<file path="config.mk">
export PLATFORM = sky130hd
export DESIGN_NAME = nibble_serial_addsub_ctrl_flat
export DESIGN_NICKNAME = d
export VERILOG_FILES = /design/src/rtl/nibble_serial_addsub_ctrl_if.sv /design/src/rtl/nibble_serial_addsub_ctrl.sv /design/src/flat_wrapper.sv
export SDC_FILE = /design/constraint.sdc
export NUM_CORES = 1
export LEC_CHECK = 0
export ABC_AREA = 1
export BUFFER_PORTS_ARGS = -buffer_cell sky130_fd_sc_hd__buf_2
export CORE_ASPECT_RATIO = 1.1
export CORE_MARGIN = 4
export CORE_UTILIZATION = 35
export CTS_BUF_LIST = sky130_fd_sc_hd__clkbuf_16
export CTS_CLUSTER_DIAMETER = 40
export DETAILED_ROUTE_END_ITERATION = 16
export GPL_TIMING_DRIVEN = 0
export REMOVE_ABC_BUFFERS = 1
export SYNTH_ARGS = -nofsm -noshare
export SYNTH_HDL_FRONTEND = slang
export SYNTH_SLANG_ARGS = --single-unit
</file>
<file path="constraint.sdc">
create_clock -name clk -period 2.2 [get_ports clk]
set_input_delay 0.11 -clock clk [delete_from_list [all_inputs] [get_ports clk]]
set_output_delay 0.11 -clock clk [all_outputs]
set_load 0.05 [all_outputs]
</file>
<file path="src/rtl/nibble_serial_addsub_ctrl_if.sv">
// Operand/result bundle for the nibble-serial add/subtract sequencer.
// The master side issues operations and the slave side (the sequencer) returns results.
interface nibble_serial_addsub_ctrl_if #(
  parameter int unsigned WIDTH = 32
);
  logic             start;
  logic             op_sub;
  logic [WIDTH-1:0] a;
  logic [WIDTH-1:0] b;
  logic             busy;
  logic             done;
  logic [WIDTH-1:0] result;
  logic             carry_out;
  logic             zero;
  logic             overflow;

  modport master (
    output start, op_sub, a, b,
    input  busy, done, result, carry_out, zero, overflow
  );

  modport slave (
    input  start, op_sub, a, b,
    output busy, done, result, carry_out, zero, overflow
  );
endinterface

</file>
<file path="src/rtl/nibble_serial_addsub_ctrl.sv">
// WIDTH-bit add/subtract built from one 4-bit slice reused over WIDTH/4 cycles, LS nibble first.
// Define NIBBLE_ADDSUB_OVF_EN to build the signed-overflow flag; otherwise overflow reads 0.
module full_adder_subtractor4 (
  input  logic [3:0] i_a,
  input  logic [3:0] i_b,
  input  logic       i_cin,
  input  logic       i_sub_en,
  output logic [3:0] o_sum,
  output logic       o_cout
);
  logic [3:0] w_b_eff;
  logic [4:0] w_total;

  assign w_b_eff = i_b ^ {4{i_sub_en}};
  assign w_total = {1'b0, i_a} + {1'b0, w_b_eff} + {4'b0000, i_cin};
  assign o_sum   = w_total[3:0];
  assign o_cout  = w_total[4];
endmodule

module nibble_serial_addsub_ctrl #(
  parameter int unsigned WIDTH = 32
) (
  input  logic                       clk,
  input  logic                       rst_n,
  nibble_serial_addsub_ctrl_if.slave bus
);
  localparam int unsigned NIB = WIDTH / 4;
  localparam int unsigned CW  = (NIB > 1) ? $clog2(NIB) : 1;

  typedef enum logic [1:0] {
    S_IDLE,
    S_RUN,
    S_DONE
  } state_t;

  state_t           r_state;
  state_t           w_next;
  logic [WIDTH-1:0] r_a;
  logic [WIDTH-1:0] r_b;
  logic             r_op;
  logic [CW-1:0]    r_cnt;
  logic             r_carry;
  logic [WIDTH-1:0] r_sum;
  logic [WIDTH-1:0] r_result;
  logic             r_cout;
  logic             r_zero;
  logic             w_accept;
  logic             w_last;
  logic             w_busy;
  logic             w_done;
  logic [3:0]       w_slice_sum;
  logic             w_slice_cout;
  logic [WIDTH-1:0] w_result_next;

  full_adder_subtractor4 u_slice (
    .i_a      (r_a[3:0]),
    .i_b      (r_b[3:0]),
    .i_cin    (r_carry),
    .i_sub_en (r_op),
    .o_sum    (w_slice_sum),
    .o_cout   (w_slice_cout)
  );

  assign w_accept      = bus.start && ((r_state == S_IDLE) || (r_state == S_DONE));
  assign w_last        = (r_state == S_RUN) && (r_cnt == CW'(NIB - 1));
  assign w_result_next = {w_slice_sum, r_sum[WIDTH-1:4]};

  always_ff @(posedge clk or negedge rst_n) begin
    if (!rst_n) r_state <= S_IDLE;
    else        r_state <= w_next;
  end

  always_comb begin
    w_next = r_state;
    case (r_state)
      S_IDLE:  if (w_accept) w_next = S_RUN;
      S_RUN:   if (w_last)   w_next = S_DONE;
      S_DONE:  w_next = w_accept ? S_RUN : S_IDLE;
      default: w_next = S_IDLE;
    endcase
  end

  always_comb begin
    w_busy = 1'b0;
    w_done = 1'b0;
    case (r_state)
      S_RUN:   w_busy = 1'b1;
      S_DONE:  w_done = 1'b1;
      default: ;
    endcase
  end

  // Operands shift right so the slice always sees the current nibble in bits [3:0];
  // sum nibbles enter at the top and reach their final place on the completion edge.
  always_ff @(posedge clk or negedge rst_n) begin
    if (!rst_n) begin
      r_a      <= '0;
      r_b      <= '0;
      r_op     <= 1'b0;
      r_cnt    <= '0;
      r_carry  <= 1'b0;
      r_sum    <= '0;
      r_result <= '0;
      r_cout   <= 1'b0;
      r_zero   <= 1'b0;
    end else if (w_accept) begin
      r_a     <= bus.a;
      r_b     <= bus.b;
      r_op    <= bus.op_sub;
      r_cnt   <= '0;
      r_carry <= bus.op_sub;
    end else if (r_state == S_RUN) begin
      r_a     <= r_a >> 4;
      r_b     <= r_b >> 4;
      r_sum   <= w_result_next;
      r_carry <= w_slice_cout;
      r_cnt   <= r_cnt + CW'(1);
      if (w_last) begin
        r_result <= w_result_next;
        r_cout   <= w_slice_cout;
        r_zero   <= (w_result_next == '0);
      end
    end
  end

`ifdef NIBBLE_ADDSUB_OVF_EN
  logic r_ovf;
  logic w_ovf_next;

  // On the last nibble r_a[3]/r_b[3] are the operand sign bits.
  assign w_ovf_next = (r_a[3] == (r_b[3] ^ r_op)) && (w_slice_sum[3] != r_a[3]);

  always_ff @(posedge clk or negedge rst_n) begin
    if (!rst_n)      r_ovf <= 1'b0;
    else if (w_last) r_ovf <= w_ovf_next;
  end

  assign bus.overflow = r_ovf;
`else
  assign bus.overflow = 1'b0;
`endif

  assign bus.busy      = w_busy;
  assign bus.done      = w_done;
  assign bus.result    = r_result;
  assign bus.carry_out = r_cout;
  assign bus.zero      = r_zero;
endmodule

</file>
<file path="src/flat_wrapper.sv">
// flat-port wrapper written by rule: the top's interface ports become plain ports
module nibble_serial_addsub_ctrl_flat 
#(
  parameter int unsigned WIDTH = 32
)
  (clk, rst_n, bus_start, bus_op_sub, bus_a, bus_b, bus_busy, bus_done, bus_result, bus_carry_out, bus_zero, bus_overflow);
  nibble_serial_addsub_ctrl_if #(.WIDTH(WIDTH)) bus_i ();
  input  logic clk;
  input  logic rst_n;
  input wire logic [$bits(bus_i.start)-1:0] bus_start;
  input wire logic [$bits(bus_i.op_sub)-1:0] bus_op_sub;
  input wire logic [$bits(bus_i.a)-1:0] bus_a;
  input wire logic [$bits(bus_i.b)-1:0] bus_b;
  output wire logic [$bits(bus_i.busy)-1:0] bus_busy;
  output wire logic [$bits(bus_i.done)-1:0] bus_done;
  output wire logic [$bits(bus_i.result)-1:0] bus_result;
  output wire logic [$bits(bus_i.carry_out)-1:0] bus_carry_out;
  output wire logic [$bits(bus_i.zero)-1:0] bus_zero;
  output wire logic [$bits(bus_i.overflow)-1:0] bus_overflow;
  assign bus_i.start = bus_start;
  assign bus_i.op_sub = bus_op_sub;
  assign bus_i.a = bus_a;
  assign bus_i.b = bus_b;
  assign bus_busy = bus_i.busy;
  assign bus_done = bus_i.done;
  assign bus_result = bus_i.result;
  assign bus_carry_out = bus_i.carry_out;
  assign bus_zero = bus_i.zero;
  assign bus_overflow = bus_i.overflow;
  nibble_serial_addsub_ctrl #(.WIDTH(WIDTH)) u_core (.clk(clk), .rst_n(rst_n), .bus(bus_i));
endmodule
</file>
* After elaboration in Yosys (flattened, before gate mapping)
Index checks and enable logic that the tools add are counted.
Operators by class: $add $sub $neg 3, equal/unequal tests 5, multiplexer cells 14, bitwise operators 2, reductions and logical operators 9
Operator list (count):
- $mux W32 | 4
- $logic_not A32 Y1 | 1
- $mux W3 | 2
- $pmux W2 S3 | 1
- $add A4 B4 Y5 | 1
- $add A5 B1 Y5 | 1
- $mux W1 | 5
- $mux W2 | 2
- $ne A2 B1 Y1 const B | 2
- $reduce_and A2 Y1 | 2
- $xor A4 B4 Y4 | 1
- $add A3 B1 Y3 const B | 1
- $eq A3 B3 Y1 const B | 1
- $reduce_and A3 Y1 | 1
- $eq A2 B1 Y1 const B | 1
- $eq A2 B2 Y1 const B | 1
- $logic_and A1 B1 Y1 | 2
- $logic_not A2 Y1 | 1
- $reduce_bool A2 Y1 | 1
- $logic_or A1 B1 Y1 | 1
- $not A1 Y1 | 1
Storage, ports and cells: bits in registers 137, input port bits 68, output and inout port bits 37, logic and storage cells 43

* Depth between registers and ports, before layout
Gate-level depths: netlist of run 1.
depth after elaboration 5, mapped depth 11, mapped depth without buffers 10

* Cells and area by module
A second synthesis of run 1 with hierarchy kept.
Unflattened totals: cells, all modules 631, area total of the unflattened synthesis 5684.2 µm²
By module, submodules not included:
- nibble_serial_addsub_ctrl | instances 1, cells each 608, area an instance 5505.3 µm²
- full_adder_subtractor4 | instances 1, cells each 23, area an instance 178.9 µm²

* Worst setup path after synthesis of run 1
Ideal clock, no wire load.
kind flip-flop to flip-flop, start register u_core.r_op, end register u_core.r_zero (netlist: u_core.bus.zero), setup time 66 ps, arrival time 1974 ps, required time 2134 ps, setup slack 160 ps, cell stages (with the launch flop) 12, path through dfrtp_1 clkbuf_1 xor2_1 fa_1 fa_1 inv_1 nand2_1 nor2_1 nand2_1 nor2_1 nand3_1 nand2_1
On the way: cells in the longest elaborated chain, start to end 4
Ends and longest elaborated chain:
- start: declaration | RTL line nibble_serial_addsub_ctrl.sv:40 | logic r_op;
- start signal: assignment | RTL line nibble_serial_addsub_ctrl.sv:109 | r_op <= bus.op_sub;
- $xor A4 B4 Y4 | RTL line nibble_serial_addsub_ctrl.sv:14 | assign w_b_eff = i_b ^ {4{i_sub_en}};
- $add A4 B4 Y5 | RTL line nibble_serial_addsub_ctrl.sv:15 | assign w_total = {1'b0, i_a} + {1'b0, w_b_eff} + {4'b0000, i_cin};
- $add A5 B1 Y5 | RTL line nibble_serial_addsub_ctrl.sv:15
- via u_core.u_slice.o_sum[1] | RTL line nibble_serial_addsub_ctrl.sv:8 | output logic [3:0] o_sum,
- $logic_not A32 Y1 | RTL line nibble_serial_addsub_ctrl.sv:121 | r_zero <= (w_result_next == '0);
- end signal: assignment | RTL line nibble_serial_addsub_ctrl.sv:121
- end: declaration | RTL line nibble_serial_addsub_ctrl.sv:46 | logic r_zero;
The timed path passes the listed nets, and every way through them passes these cells. A chain may end at the register's enable or synchronous reset.

* Worst setup path in the final report of run 1
Same ends and word-level chain as after synthesis.

==> summary.txt, run 1 <==
CTS
  • TritonCTS Sinks: 133
  • Worst-Skew Late Latency: 0.41 ns
  • Clk slew on worst S/H paths: 0.05 ns
  • H-tree depth: 4
  • Clock Tree Buf Depth: 2
  • Inserted Clock Buffers: 17
  • CTS root buffer: clkbuf_16
  • CTS tree: yes

Detailed routing
  • Total Wirelength: 13400 um
  • 1st-iter DRT viols: about 220
  • DRC viols: 0
  • Vias per cell: 4.70
  • DR WL/cell: about 14 um
  • Drt first pass iters: 4
  • Via count: 4550
  • Post-route ant nets: 0

Final layout
  • Area taken by multi-input logic gates: 1880 sq um
  • Layout area overhead: 31.4%
  • Most frequent cells in the layout: nand2_1 (192), dfrtp_1 (132), buf_2 (102), inv_1 (68), dlygate4sd3_1 (67)
  • Fillers: 1476
  • Share of post-route cells with drive strength above 1: 0.184
  • Post-layout util: 0.472
  • Diodes inserted: 0
  • Reg area: 3330 sq um
  • Post-Layout Cell Count: 968
  • # nets final: between 800 and 900
  • Commonest non-fill, non-tap cell in the layout: nand2_1

GRT
  • Initial antenna violation count: 0
  • Gr usage total: 0.149
  • Vias in the first global route: 4536
  • First-pass GRT wire length: 21800 um
  • Largest net degree at the start of global routing: 96
  • Overflow after GRT: 0

Floorplanning
  • Top-level I/O count: 105
  • Core Rows: 48
  • Die Height: 142 um
  • Initial Utilization: 0.360
  • Die area: 18300 sq um
  • CORE AREA: 15800 sq um
  • Die span in x: 129 um

STA
  • Final hold violations: 0
  • Setup violators final: 0
  • Slew HR: 0.330
  • Tmin final: 2.09 ns
  • Setup Skew: 0.00777 ns
  • Final period utilization: 0.950
  • Slew Limit Fails: 0
  • RSZ-0062 raised after global routing: false
  • Worst-Margin Slew: 1.01 ns
  • Fmax: approximately 0.48 GHz

Yosys
  • Post-synthesis compound-gate area fraction: 0.134
  • Synth Area in XOR/XNOR: 0.00771
  • Synth Cell Area: 5680 sq um
  • Post-synthesis simple-gate area fraction: 0.165
  • Top FF cell, synth: dfrtp_1
  • Cells after Synth: 599
  • Synth cell types: 32
  • EDFF count, synth: 0
  • Register bit total from synthesis: 133
  • Post-Synth Adder-Cell Area: 0.0181
  • Mux share of post-synthesis cell area: 0
  • Yosys warns: 0
  • Syn avg cell area: roughly 9.5 sq um
  • Sequential fraction of the synthesis area: 0.586
  • Largest family of logic cells by synthesized area: simple AND/OR/NAND/NOR gates
  • Async SR Flop Fraction: 1.00

Place
  • Post-DP HPWL: 8030 um
  • IO Port Bufs: between 100 and 150
  • Dpl cells: 871
  • Placer Congestion: just under 0.8

Worst setup path
  • Cell mode on critical path: nand2_1
  • Delay-heaviest family, CP: adder cells
  • CP max-delay cell: fa_1
  • WS Path Type: register to register
  • Crit path depth: 10
  • CP Cell Sequence: xor2_1 > fa_2 > fa_1 > inv_2 > nand2_1 > nor2_1 > nand2_1 > nor2_2 > nand3_1 > nand2_1
  • Startpoint Class: register
  • Buf/Inv on CP: 1
  • Worst EP arrival: 2.44 ns
  • Crit-path max cell delay: approximately 0.45 ns
  • Critical path capture point type: register
  • WP data required: 2.55 ns
  • R2R depth: 10
  • Crit path max fanout: 4

Outcome
  • Status: complete, no violations

Power and ir drop
  • VDD IR max: between 0.0005 and 0.0006 V
  • Power per cell area: roughly 1600 nW/um^2
  • P_leak: 0.00362 uW

Flow run
  • Max-Cap Viols: 0

Hold path
  • Worst hold path class: input port to asynchronous set/reset pin
[sequential cells by signal (all words and copies together), names as in the netlist]
| signal | flops |
|---|---|
| u_core.r_sum | 28 |
| u_core.r_cnt | 3 |
| u_core.r_state | 2 |
| u_core.r_b | 32 |
| u_core.bus.carry_out | 1 |
| u_core.bus.zero | 1 |
| u_core.bus.result | 32 |
| u_core.r_carry | 1 |
| u_core.r_op | 1 |
| u_core.r_a | 32 |
[cells by family (layout without fill, tap and decap cells)]
group	count (synthesis)	in the layout
compound gates	119	119
other cells	1	1
simple gates	232	233
xor+xnor	5	5
buf+inv	102	270
flops	133	133
fa+ha+maj	7	7
[per-layer routing]
metal | GRT usage | routed length (um)
met5 | 0 | 0
met4 | 0.0585 | 203
met3 | 0.0361 | 711
met2 | 0.234 | 6400
met1 | 0.199 | 6090
[cells in the mapped netlist, types with 12 or more instances]
cell type | n | area [sq um]
o21ai_1 | 43 | 215
nor2_1 | 18 | 67.6
o21ai_0 | 23 | 115
o211ai_1 | 21 | 158
buf_2 | 17 | 85.1
nand3_1 | 16 | 80.1
dfrtp_1 | 133 | 3330
o221ai_1 | 20 | 175
buf_6 | 12 | 135
inv_1 | 66 | 248
nand2_1 | 192 | 721
[repair_timing]
action,CTS,global route
setup buffers,0,1
endpoints found under the hold margin,109,0
pin swaps,0,2
setup endpoints to repair,44,3
resized for setup,6,2
gates cloned,0,1
hold buffers,67,0
[path summary, 6_finish.rpt]
kind,slack [ns],start,to
hold reg to reg,0.47,u_core.bus.result[3]$_DFFE_PN0P_,u_core.bus.result[3]$_DFFE_PN0P_
setup reg to reg,0.11,u_core.r_op$_DFFE_PN0P_,u_core.bus.zero$_DFFE_PN0P_
max in group asynchronous,1.18,rst_n,u_core.r_op$_DFFE_PN0P_
min in group clk,0.44,bus_a[24],u_core.r_a[24]$_DFFE_PN0P_
hold / removal,0.19,rst_n,u_core.bus.result[19]$_DFFE_PN0P_
setup / recovery,0.11,u_core.r_op$_DFFE_PN0P_,u_core.bus.zero$_DFFE_PN0P_
[final cells by class]
class	instances	share of cell area
Sequential cell	133	0.446
Multi-Input combinational cell	365	0.252
Timing Repair Buffer	172	0.164
Clock buffer	17	0.0570
Inverter	70	0.0369
Tap cell	200	0.0335
Clock inverter	11	0.0101
[metrics by stage]
step | hold slack, ns | setup WS, ns | total power [uW] | instance area (sq um) | TNS (ns)
floorplan | -0.186 | -0.221 | 7700 | 5440 | -1.90
global placement | 0.321 | -0.708 | 8870 | 6210 | -108.35
detailed placement | 0.0622 | -0.656 | 9060 | 6240 | -16.86
CTS | 0.187 | 0.0197 | 11700 | 7430 | 0
global route | 0.231 | 0.00273 | 12500 | 7460 | 0
finish | 0.194 | 0.111 | 11600 | 7460 | 0
[report_power, final]
part / switching [uW] / internal (uW)
logic: 3460 / 1540
registers: 594 / 3590
clock network: 972 / 1490
total: 5020 / 6620
Power figures use the tool's default switching activity.
==> run 2: changes to the inputs <==
--- a/config.mk
+++ b/config.mk
@@ -17,4 +17,5 @@
 export REMOVE_ABC_BUFFERS = 1
 export SYNTH_ARGS = -nofsm -noshare
 export SYNTH_HDL_FRONTEND = slang
+export SYNTH_HIERARCHICAL = 1
 export SYNTH_SLANG_ARGS = --single-unit
==> summary.txt, run 2 <==
Yosys
  • Sequential fraction of the synthesis area: 0.586 (about the same)
  • Post-synthesis simple-gate area fraction: 0.141 (-0.0241)
  • Mux share of post-synthesis cell area: 0 (unchanged)
  • Post-synth top area share: 0.586 (about the same)
  • Top FF cell, synth: dfrtp_1
  • EDFF count, synth: 0 (unchanged)
  • Synth Area in XOR/XNOR: 0.00770 (about the same)
  • Post-synth top area cell: dfrtp_1
  • Post-synthesis compound-gate area fraction: 0.168 (+0.0340)
  • Async SR Flop Fraction: 1.00 (unchanged)
  • Synth cell types: 27 (-16%)
  • Post-Synth Adder-Cell Area: 0.0180 (about the same)
  • Cells after Synth: 631 (+5.3%)
  • Commonest cells in the netlist: nand2_1 (154), dfrtp_1 (133), o21ai_0 (116), inv_1 (62), nor2_1 (38)
  • Syn avg cell area: 9.01 sq um (-5.0%)
  • Synth Cell Area: 5680 sq um (about the same)
  • Synth top area cells: dfrtp_1 (59%), o21ai_0 (10%), nand2_1 (10%), inv_1 (4.1%), nor2_1 (2.5%)
  • Top-count cell post-synth: nand2_1
  • Yosys warns: 6 (+6)
  • Register bit total from synthesis: 133 (unchanged)
  • Largest family of logic cells by synthesized area: compound AO/OA/AOI/OAI gates

Final layout
  • Most frequent cells in the layout: nand2_1 (154), dfrtp_1 (131), o21ai_0 (116), buf_2 (102), dlygate4sd3_1 (66)
  • Commonest non-fill, non-tap cell in the layout: nand2_1
  • Area taken by multi-input logic gates: 1960 sq um (+4.3%)
  • Diodes inserted: 0 (unchanged)
  • Fillers: 1476 (unchanged)
  • Layout area overhead: 35.4%
  • # nets final: 863 (+3.5%)
  • Reg area: 3330 sq um (about the same)
  • Share of post-route cells with drive strength above 1: 0.186 (+0.00242)

Flow run
  • Max-Cap Viols: 0 (unchanged)

Detailed routing
  • Drt first pass iters: 4 (unchanged)
  • DR WL/cell: 14.1 um (+1.9%)
  • Post-route ant nets: 0 (unchanged)
  • Total Wirelength: 14100 um (+5.3%)
  • DRC viols: 0 (unchanged)
  • Via count: 4719 (+3.7%)
  • Vias per cell: 4.71 (+0.30%)
  • 1st-iter DRT viols: 331 (+51%)

CTS
  • Post-CTS Repair Setup Buffers: 0 (unchanged)
  • CTS root buffer: clkbuf_16
  • Clock Tree Buf Depth: 2 (unchanged)
  • Worst-Skew Late Latency: 0.42 ns (about the same)
  • Clk slew on worst S/H paths: 0.06 ns (about the same)
  • CTS tree: yes
  • TritonCTS Sinks: 133 (unchanged)
  • Inserted Clock Buffers: 17 (unchanged)
  • H-tree depth: 4 (unchanged)

Floorplanning
  • Die area: 18300 sq um (about the same)
  • Die Height: 142 um (about the same)
  • Initial Utilization: 0.360 (about the same)
  • Die span in x: 130 um (about the same)
  • Top-level I/O count: 105 (unchanged)
  • CORE AREA: 15800 sq um (unchanged)
  • Core Rows: 48 (unchanged)

GRT
  • Overflow after GRT: 0 (unchanged)
  • Largest net degree at the start of global routing: 89 (-7.3%)
  • Initial antenna violation count: 0 (unchanged)
  • Gr usage total: 0.159 (+0.0102)
  • First-pass GRT wire length: 23400 um (+7.4%)
  • Vias in the first global route: 4729 (+4.3%)

Worst setup path
  • WP data required: 2.09 ns (-0.46 ns)
  • WS Path Type: register to primary output
  • Worst EP arrival: 1.93 ns (-0.51 ns)
  • Startpoint Class: register
  • Crit path max fanout: 44 (+40)
  • Critical path capture point type: primary output
  • R2R depth: 10 (unchanged)
  • R2r setup slk: 0.17 ns (+0.06 ns)

Power and ir drop
  • P_leak: 0.00372 uW (+2.7%)
  • VDD IR max: 0.000605 V (+4.8%)
  • Power Total: 12300 uW (+5.9%)
  • Power per cell area: 1600 nW/um^2 (+2.7%)

STA
  • Setup Skew: 0.00958 ns (+0.00181 ns)
  • Worst-Margin Slew: 0.562 ns (-0.443 ns)
  • Fmax: 0.490 GHz (+2.3%)
  • Final period utilization: 0.928 (-0.0213)
  • Slew Limit Fails: 0 (unchanged)
  • Final hold violations: 0 (unchanged)
  • Setup total negative slack: 0 ns (unchanged)
  • RSZ-0062 raised after global routing: false
  • Final Worst Setup Slack: 0.158 ns (+0.0469 ns)
  • Slew HR: 0.626 (+0.296)
  • Tmin final: 2.04 ns (-0.0469 ns)
  • Setup violators final: 0 (unchanged)

Place
  • Placer Congestion: 0.727 (-8.3%)
  • IO Port Bufs: 103 (unchanged)
  • Dpl ws: -0.310 ns (+0.345 ns)
  • Post-DP HPWL: 7840 um (-2.4%)

Outcome
  • Status: complete, no violations

Hold path
  • Worst hold path class: input port to asynchronous set/reset pin
run 2: metal layers:
layer / routed length, um / vias up / global-route usage / part of all wire
li1: - / 2362 / - / -
met1: 6420 / 2207 / 0.214 / 0.45
met2: 6660 / 133 / 0.247 / 0.47
met3: 889 / 17 / 0.0520 / 0.063
met4: 149 / 0 / 0.0449 / 0.011
met5: 0 / - / 0 / 0
run 2: worst paths after layout:
path | startpoint | to
setup / recovery | u_core/r_state[1]$_DFFE_PN0P_ | bus_busy
setup reg to reg | u_core/r_op$_DFFE_PN0N_ | u_core/bus.zero$_DFFE_PN0P_
hold / removal | rst_n | u_core/bus.result[4]$_DFFE_PN0P_
max in group asynchronous | rst_n | u_core/r_state[0]$_DFFE_PN0P_
hold reg to reg | u_core/bus.result[16]$_DFFE_PN0P_ | u_core/bus.result[16]$_DFFE_PN0P_
min in group clk | bus_start | u_core/r_state[0]$_DFFE_PN0P_
run 2: cell type report:
class,count,share of cell area
Timing Repair inverter,3,0.00293
Clock buffer,17,0.0553
Sequential cell,133,0.433
Inverter,66,0.0337
Tap cell,200,0.0325
Multi-Input combinational cell,397,0.255
Clock inverter,15,0.0307
Timing Repair Buffer,170,0.157
run 2: power by group:
part / internal, uW / switching, uW
registers: 3590 / 600
logic: 1530 / 3450
clock network: 2110 / 1040
run 2: through the flow:
| step | hold WS [ns] | instance area [sq um] | util | cells |
|---|---|---|---|---|
| after global placement | 0.321 | 6240 | 0.395 | 898 |
| after detailed placement | 0.0824 | 6280 | 0.398 | 899 |
| after CTS | 0.200 | 7670 | 0.486 | 1000 |
| after global routing | 0.222 | 7690 | 0.487 | 1001 |
| after floorplan | -0.186 | 5480 | - | 595 |
| final | 0.193 | 7690 | 0.487 | 1001 |
run 2: repair_timing:
item                                    in CTS  in global routing
hold endpoints to repair                   114                  0
hold buffers                                66                  0
resized for setup                           10                  4
gates cloned                                 3                  1
pin swaps                                    0                  1
endpoints found under the setup margin      71                  2
run 2: worst max-delay path: stages (launching register included):
cell	delay, ns
dfrtp_1	0.36
inv_1	0.29
nand2_8	0.25
inv_8	0.26
buf_2	0.30
run 2: kinds of logic after synthesis:
family / after synthesis
fa+ha+maj: 7
simple gates: 204
other cells: 1
compound gates: 179
buf+inv: 102
flops: 133
xor+xnor: 5
==> run 3: changes to the inputs <==
--- a/config.mk
+++ b/config.mk
@@ -7,14 +7,18 @@
 export LEC_CHECK = 0
 export ABC_AREA = 1
 export BUFFER_PORTS_ARGS = -buffer_cell sky130_fd_sc_hd__buf_2
+export CELL_PAD_IN_SITES_DETAIL_PLACEMENT = 0
+export CELL_PAD_IN_SITES_GLOBAL_PLACEMENT = 2
 export CORE_ASPECT_RATIO = 1.1
 export CORE_MARGIN = 4
-export CORE_UTILIZATION = 35
+export CORE_UTILIZATION = 30
 export CTS_BUF_LIST = sky130_fd_sc_hd__clkbuf_16
 export CTS_CLUSTER_DIAMETER = 40
 export DETAILED_ROUTE_END_ITERATION = 16
 export GPL_TIMING_DRIVEN = 0
+export PLACE_DENSITY_LB_ADDON = 0.1
 export REMOVE_ABC_BUFFERS = 1
+export SKIP_CTS_REPAIR_TIMING = 1
 export SYNTH_ARGS = -nofsm -noshare
 export SYNTH_HDL_FRONTEND = slang
 export SYNTH_HIERARCHICAL = 1
==> summary.txt, run 3 (synthesis gave the netlist of run 2 again) <==
CTS
  • Clock Tree Buf Depth: 2 (unchanged)
  • CTS tree: yes
  • H-tree depth: 4 (unchanged)
  • TritonCTS Sinks: 133 (unchanged)
  • Worst-Skew Late Latency: 0.41 ns (about the same)
  • Inserted Clock Buffers: 17 (unchanged)
  • CTS root buffer: clkbuf_16
  • Clk slew on worst S/H paths: 0.06 ns (about the same)

STA
  • Tmin final: 2.06 ns (+0.0224 ns)
  • Worst-Margin Slew: 0.579 ns (+0.0172 ns)
  • Fmax: 0.484 GHz (-1.1%)
  • Final Worst Setup Slack: 0.135 ns (-0.0224 ns)
  • Setup Skew: 0.00562 ns (-0.00395 ns)
  • Final hold violations: 5 (+5)
  • Final period utilization: 0.939 (+0.0102)
  • RSZ-0062 raised after global routing: true
  • Hold slack: -0.0239 ns (-0.217 ns)
  • Setup violators final: 0 (unchanged)
  • Slew Limit Fails: 0 (unchanged)
  • Slew HR: 0.614 (-0.0115)

Worst setup path
  • R2r setup slk: 0.14 ns (-0.03 ns)
  • R2R Path End: u_core/bus.zero$_DFFE_PN0P_
  • Worst setup startpoint: u_core/r_op$_DFFE_PN0N_
  • R2R depth: 7 (-3)
  • CP Capture Point: u_core/bus.zero$_DFFE_PN0P_
  • Worst EP arrival: 2.40 ns (+0.47 ns)
  • Crit path max fanout: 4 (-91%)
  • FF-to-FF Start: u_core/r_op$_DFFE_PN0N_
  • Critical path capture point type: register
  • Startpoint Class: register
  • WS Path Type: register to register
  • WP data required: 2.54 ns (+0.45 ns)

Place
  • Post-DP HPWL: 8510 um (+8.6%)
  • IO Port Bufs: 103 (unchanged)
  • Dpl ws: -0.351 ns (-0.0406 ns)
  • Placer Congestion: 0.702 (-3.3%)

Power and ir drop
  • Power per cell area: 1600 nW/um^2 (-0.28%)
  • P_leak: 0.00366 uW (-1.7%)
  • Power Total: 12100 uW (-1.9%)
  • VDD IR max: 0.000630 V (+4.1%)

Detailed routing
  • Total Wirelength: 13900 um (-1.6%)
  • 1st-iter DRT viols: 271 (-18%)
  • Drt first pass iters: 4 (unchanged)
  • Vias per cell: 4.57 (-3.1%)
  • DRC viols: 0 (unchanged)
  • Via count: 4704 (-0.32%)
  • Post-route ant nets: 0 (unchanged)
  • DR WL/cell: 13.5 um (-4.4%)

Flow run
  • Max-Cap Viols: 0 (unchanged)

Final layout
  • Most frequent cells in the layout: nand2_1 (154), dfrtp_1 (132), o21ai_0 (116), buf_2 (102), inv_1 (61)
  • # nets final: 849 (-1.6%)
  • Commonest non-fill, non-tap cell in the layout: nand2_1
  • Diodes inserted: 0 (unchanged)
  • Share of post-route cells with drive strength above 1: 0.188 (+0.00204)
  • Layout area overhead: 33.1%

Hold path
  • HP Start: bus_b[10]
  • Worst hold path class: input port to register

GRT
  • Gr usage total: 0.133 (-0.0265)
  • Overflow after GRT: 0 (unchanged)
  • Largest net degree at the start of global routing: 89 (unchanged)
  • Initial antenna violation count: 1 (+1)
  • Vias in the first global route: 4613 (-2.5%)
  • First-pass GRT wire length: 23000 um (-1.9%)

Floorplanning
  • Die span in x: 139 um (+7.5%)
  • Top-level I/O count: 105 (unchanged)
  • CORE AREA: 18500 sq um (+17%)
  • Initial Utilization: 0.307 (-0.0533)
  • Die area: 21200 sq um (+16%)
  • Core Rows: 52 (+8.3%)
  • Die Height: 152 um (+7.6%)

Outcome
  • Failing checks: hold timing
  • Status: finished, violations left
-- run 3: cell types whose count changed in the layout (fill, tap and decap cells not counted), sizes merged --
| cell | previous run | this run |
|---|---|---|
| dlygate4sd3 | 66 | 55 |
| clkinv | 5 | 8 |
| bufinv | 6 | 4 |
| nand2 | 158 | 157 |
| clkinvlp | 7 | 4 |
| buf | 104 | 105 |
| inv | 66 | 65 |
-- run 3: worst min-delay path by stage --
| stage | endpoint | slack (ns) | depth (start not counted) |
|---|---|---|---|
| floorplan | u_core/bus.carry_out$_DFFE_PN0P_ | -0.19 | 0 |
| global placement | u_core/r_b[29]$_DFFE_PN0P_ | 0.32 | 3 |
| detailed placement | u_core/bus.result[3]$_DFFE_PN0P_ | 0.11 | 1 |
| CTS | u_core/bus.result[3]$_DFFE_PN0P_ | -0.34 | 1 |
| global route | u_core/r_b[10]$_DFFE_PN0P_ | 0.0003 | 3 |
| finish | u_core/r_b[10]$_DFFE_PN0P_ | -0.02 | 3 |
-- run 3: where the power goes --
group | switching (uW) | internal, uW | leakage (uW)
clock network | 1070 | 1880 | 0.000292
logic | 3450 | 1530 | 0.00171
registers | 575 | 3590 | 0.00166
-- run 3: cell type report --
cell class	instances	area, sq um
Clock buffer	17	425
Clock inverter	15	188
Fill cell	1963	11000
Inverter	66	263
Multi-Input combinational cell	396	1950
Sequential cell	133	3330
Tap cell	243	304
Timing Repair Buffer	160	1110
-- run 3: worst max-delay path, stage by stage, from the launching register on --
cell,delay [ns]
dfrtp_2,0.45
xnor2_2,0.15
fa_1,0.36
inv_1,0.10
fa_2,0.45
nor2_1,0.24
nand3_1,0.13
o21bai_1,0.12
-- run 3: through the flow --
step            util  hold slack (ns)  instances  setup TNS, ns  area, sq um
2_1_floorplan      -           -0.186        595              0         5480
3_3_place_gp   0.340            0.317        941        -189.19         6300
3_5_place_dp   0.342            0.107        942         -10.65         6340
4_1_cts        0.375           -0.343        974         -12.30         6950
5_1_grt        0.408         0.000263       1030        -0.0410         7570
6_report       0.408          -0.0239       1030              0         7570
-- run 3: per-layer routing --
metal / share of wire / track usage / wire, um / vias to the layer above
li1: - / - / - / 2333
met1: 0.46 / 0.170 / 6440 / 2259
met2: 0.48 / 0.214 / 6620 / 93
met3: 0.044 / 0.0399 / 616 / 17
met4: 0.015 / 0.0461 / 210 / 2
met5: 0.00058 / 0 / 8 / -
